`src/rtl/chn_in.sv`:
```
// Serial packet receiver: parses header/payload/parity bytes and forwards every accepted byte to a FIFO.
// Optional macro CHN_IN_PARITY_CHECK_EN enables parity checking; without it the parity byte is always accepted as good.
module chn_in #(
  parameter int data_size       = 8,
  parameter int pkt_length_bits = 5,
  parameter int pkt_addr_bits   = data_size - pkt_length_bits
) (
  input  logic                     clk,
  input  logic                     rstn,
  input  logic [data_size-1:0]     data_in,
  input  logic                     chn_en,
  input  logic                     clr_errors,
  output logic [data_size-1:0]     data_out,
  output logic                     pkt_to_fifo_en,
  output logic [pkt_addr_bits-1:0] pkt_addr,
  output logic                     busy,
  output logic                     pkt_done,
  output logic                     error
);

  typedef enum logic [1:0] {
    IDLE,
    PAYLOAD,
    PARITY
  } state_t;

  state_t                     r_state;
  logic [pkt_length_bits-1:0] r_count;
  logic [data_size-1:0]       r_acc;
  logic [data_size-1:0]       r_data_out;
  logic                       r_fifo_en;
  logic [pkt_addr_bits-1:0]   r_addr;
  logic                       r_done;
  logic                       r_error;

  logic [pkt_length_bits-1:0] w_len;
  logic                       w_parity_ok;

  assign w_len = data_in[pkt_addr_bits +: pkt_length_bits];

`ifdef CHN_IN_PARITY_CHECK_EN
  assign w_parity_ok = (data_in == r_acc);
`else
  assign w_parity_ok = 1'b1;
`endif

  // NOTE: non-blocking assignments throughout; where r_error is written twice in one
  // cycle the later assignment wins, so a new error event overrides clr_errors.
  always_ff @(posedge clk or negedge rstn) begin
    if (!rstn) begin
      r_state    <= IDLE;
      r_count    <= '0;
      r_acc      <= '0;
      r_data_out <= '0;
      r_fifo_en  <= 1'b0;
      r_addr     <= '0;
      r_done     <= 1'b0;
      r_error    <= 1'b0;
    end else begin
      r_fifo_en <= 1'b0;
      r_done    <= 1'b0;
      if (clr_errors) r_error <= 1'b0;

      case (r_state)
        IDLE: begin
          if (chn_en) begin
            if (w_len != '0) begin
              r_count    <= w_len;
              r_addr     <= data_in[pkt_addr_bits-1:0];
              r_acc      <= data_in;
              r_data_out <= data_in;
              r_fifo_en  <= 1'b1;
              r_state    <= PAYLOAD;
            end else begin
              r_error <= 1'b1;
            end
          end
        end

        PAYLOAD: begin
          if (chn_en) begin
            r_acc      <= r_acc ^ data_in;
            r_count    <= r_count - 1'b1;
            r_data_out <= data_in;
            r_fifo_en  <= 1'b1;
            if (r_count == pkt_length_bits'(1)) r_state <= PARITY;
          end else begin
            r_error <= 1'b1;
            r_state <= IDLE;
          end
        end

        PARITY: begin
          if (chn_en) begin
            r_data_out <= data_in;
            r_fifo_en  <= 1'b1;
            if (w_parity_ok) r_done  <= 1'b1;
            else             r_error <= 1'b1;
          end else begin
            r_error <= 1'b1;
          end
          r_state <= IDLE;
        end

        default: r_state <= IDLE;
      endcase
    end
  end

  assign data_out       = r_data_out;
  assign pkt_to_fifo_en = r_fifo_en;
  assign pkt_addr       = r_addr;
  assign busy           = (r_state != IDLE);
  assign pkt_done       = r_done;
  assign error          = r_error;

endmodule

```
`config.mk`:
```
export PLATFORM = sky130hd
export DESIGN_NAME = chn_in
export DESIGN_NICKNAME = d
export VERILOG_FILES = /design/src/rtl/chn_in.sv
export SDC_FILE = /design/constraint.sdc
export NUM_CORES = 1
export LEC_CHECK = 0
export ABC_AREA = 1
export CAP_MARGIN = 20
export CORE_AREA = 2 2 65 67
export CTS_CLUSTER_SIZE = 10
export DETAILED_ROUTE_END_ITERATION = 16
export DIE_AREA = 0 0 67 69
export SLEW_MARGIN = 20
export SYNTH_ARGS = -nofsm -noshare
export SYNTH_HDL_FRONTEND = slang
export SYNTH_SLANG_ARGS = --single-unit
```
`constraint.sdc`:
```
create_clock -name clk -period 2.11 [get_ports clk]
set_input_delay 0.211 -clock clk [delete_from_list [all_inputs] [get_ports clk]]
set_output_delay 0.211 -clock clk [all_outputs]
set_load 0.01 [all_outputs]
```
==> flow_metrics.tcl <==
set metrics [dict create \
    syn_avg_cell_area_um2 8.409 \
    cts_tree "yes" \
    grt_pass1_wl_um 4064 \
    die_area_mm2 0.004623 \
    vias_per_cell 4.463 \
    clk_latency_ns 0.27 \
    fp.dieH_um 69 \
    rows 23 \
    core_area_mm2 0.003914 \
    power_density_mw_per_mm2 1452 \
    min_period_ns 1.886 \
    grt_max_degree 22 \
    drc_errors 0 \
    drv_cap 0 \
    worst_slew_pin_slew_ns 0.3603 \
    synth_fp_nets 154 \
    min_path_type "input pin to asynchronous set/reset pin" \
    multiInputGateArea_um2 506.7 \
    final_nets 183 \
    required_ns 1.90 \
    crit_type "flip-flop to output pin" \
    reg2reg_slack_ns 0.58 \
    finalCritPeriodShare_pct 89.39 \
    ys_seq_area_share_pct 45.95 \
    gp_congestion 0.7999 \
    clock_skew_ns 0.004415 \
    arrival_ns 1.68 \
    grt_pass1_vias 916 \
    synth_cells 136 \
    dp_hpwl_um 1759 \
    via_count 955 \
    post-route-util_pct 38.36 \
    initial_core_util_pct 29.22 \
    slew_violations 0 \
    numCtsBuffers 3 \
    antenna_found_initial 0 \
    postCtsResizedCells 0 \
    fill_cells 416 \
    grt_util_all_layers_pct 11.48 \
    syn-cell-area_mm2 0.001144 \
    max_slew_margin_pct 75.90 \
    tns_ns 0 \
    cts.sinks 21 \
    cts_setup_buffers 0 \
    seqCellArea_um2 525.5 \
    grt_remaining_overflow 0 \
    cts_hold_buffers 0 \
    status "finished, final reports clean" \
    r2r-end "data_out[5]" \
    io_pins 27 \
    root_buffer "clkbuf_8" \
    hold_viol 0 \
    synth_cell_type_count 20 \
    r2r_cells 7 \
    synth_seq_cells 21 \
    path_clk_slew_ns 0.08 \
    rr_startpoint "r_state[0]" \
    clock_path_buffers 2 \
    cts_htree_levels 1 \
    drt_iter0_drc 34 \
    dr.pass1.iters 4 \
    syn2layout_area_growth_pct 31.29 \
    p_int_w 0.001267 \
    postRouteAntennaNets 0 \
    io_buffers 26 \
    yosysWarnings 0 \
    power.share.combinational_pct 54.1 \
    cp-end-kind "output pin" \
    antenna-diode-count 0 \
    clock_power_share_pct 12.8 \
    hold_slack_ns 0.2887 \
    max_freq_mhz 530.2 \
    drive_gt1_share_pct 14.02 \
    totalWireLength_um 2354 \
    power.total_w 0.002180 \
    die-width_um 67 \
    power.share.switching_pct 41.90 \
    rsz0062_at_grt "false" \
    pwr-share-seq_pct 33.1 \
    setup_viol 0 \
    p_leak_nw 0.7467 \
    peakVddDrop_v 0.0005747 \
    startpoint_type "flip-flop" \
    crit_fanout 5 \
    p_switching_w 0.0009137 \
    wl_per_cell_um 11.00 \
]
## cell usage after synthesis
master,n,area [µm²]
a21oi_1,4,20.02
buf_2,2,10.01
buf_6,1,11.26
dfrtp_1,21,525.5
ha_1,6,75.07
inv_1,22,82.58
inv_2,2,7.510
nand2_1,39,146.4
nand2_2,3,18.77
nand3_1,8,40.04
nand3_2,1,10.01
nand3_4,1,17.52
nand4_1,1,6.260
nand4_4,1,21.27
nor2_1,4,15.01
nor2_2,2,12.51
o21ai_0,6,30.03
o21ai_1,3,15.01
o21ai_2,8,70.07
xor2_1,1,8.760
## layout make-up
cell class              count  area share [%]
multi-input cells          88           33.75
well taps                  50           4.167
clock inverters             1          0.5000
clock buffers               3           2.750
repair buffers             27           17.83
inverters                  24           6.000
flip-flops and latches     21           35.00
## stage by stage
stage | setup WS [ns] | area (µm²) | cells
after detailed placement | 0.5108 | 1453 | 210
after CTS | 0.2007 | 1501 | 214
after global routing | 0.1335 | 1501 | 214
final | 0.2239 | 1501 | 214
after global placement | 0.5488 | 1453 | 210
after floorplan | 0.7090 | 1144 | 136
## kinds of logic after synthesis
kind of cell | after synthesis | synth area share, %
compound gates | 21 | 11.82
flops | 21 | 45.95
xor+xnor | 1 | 0.7660
fa+ha+maj | 6 | 6.564
simple gates | 60 | 25.16
buf+inv | 27 | 9.738
## worst max-delay path: stages (launching register included)
cell and delay, ns:
dfrtp_1 0.40, inv_1 0.08, ha_1 0.29, inv_2 0.11, clkdlybuf4s50_1 0.53
## worst max-delay path by stage
stage / from / to / slack, ns / cells past startpoint
after CTS: r_state[0] / busy / 0.20 / 4
after floorplan: r_state[0] / data_out[7] / 0.71 / 8
final: r_state[0] / busy / 0.22 / 4
after detailed placement: r_state[0] / busy / 0.51 / 4
after global placement: r_state[0] / busy / 0.55 / 4
after global routing: r_state[0] / busy / 0.13 / 4
## power by group through the flow
stage | clock network [W] | logic [W] | registers (W)
final | 0.000279 | 0.00118 | 0.000722
after global routing | 0.000316 | 0.00133 | 0.000747
after CTS | 0.000294 | 0.00119 | 0.000726
after detailed placement | 0 | 0.00119 | 0.000731
after global placement | 0 | 0.00116 | 0.000723
after floorplan | 0 | 0.000711 | 0.000772
## cell usage in the layout (no fill, tap or decap)
| cell | n |
|---|---|
| clkbuf_8 | 3 |
| nand3_1 | 8 |
| buf_4 | 1 |
| nand2_1 | 39 |
| a21oi_1 | 4 |
| ha_1 | 6 |
| nor2_1 | 4 |
| o21ai_2 | 8 |
| xor2_1 | 1 |
| o21ai_1 | 3 |
| nand4_4 | 1 |
| clkdlybuf4s50_1 | 26 |
| inv_1 | 22 |
| nand3_4 | 1 |
| nor2_2 | 2 |
| dfrtp_1 | 21 |
| nand4_1 | 1 |
| nand3_2 | 1 |
| nand2_2 | 3 |
| inv_2 | 2 |
| o21ai_0 | 6 |
| clkinvlp_4 | 1 |
## state kept, by name (all words and copies together) (netlist names)
signal and flops:
data_out 8, error 1, pkt_addr 3, pkt_done 1, pkt_to_fifo_en 1, r_count 5
r_state 2
## per-layer routing
layer | track usage (%) | wire [µm] | vias to the layer above
li1 | - | - | 481
met1 | 14.81 | 1084 | 442
met3 | 2.610 | 130 | 5
met2 | 17.82 | 1084 | 27
met4 | 5.442 | 54 | 0
met5 | 0 | 0 | -
(Power assumes the default switching activity.)
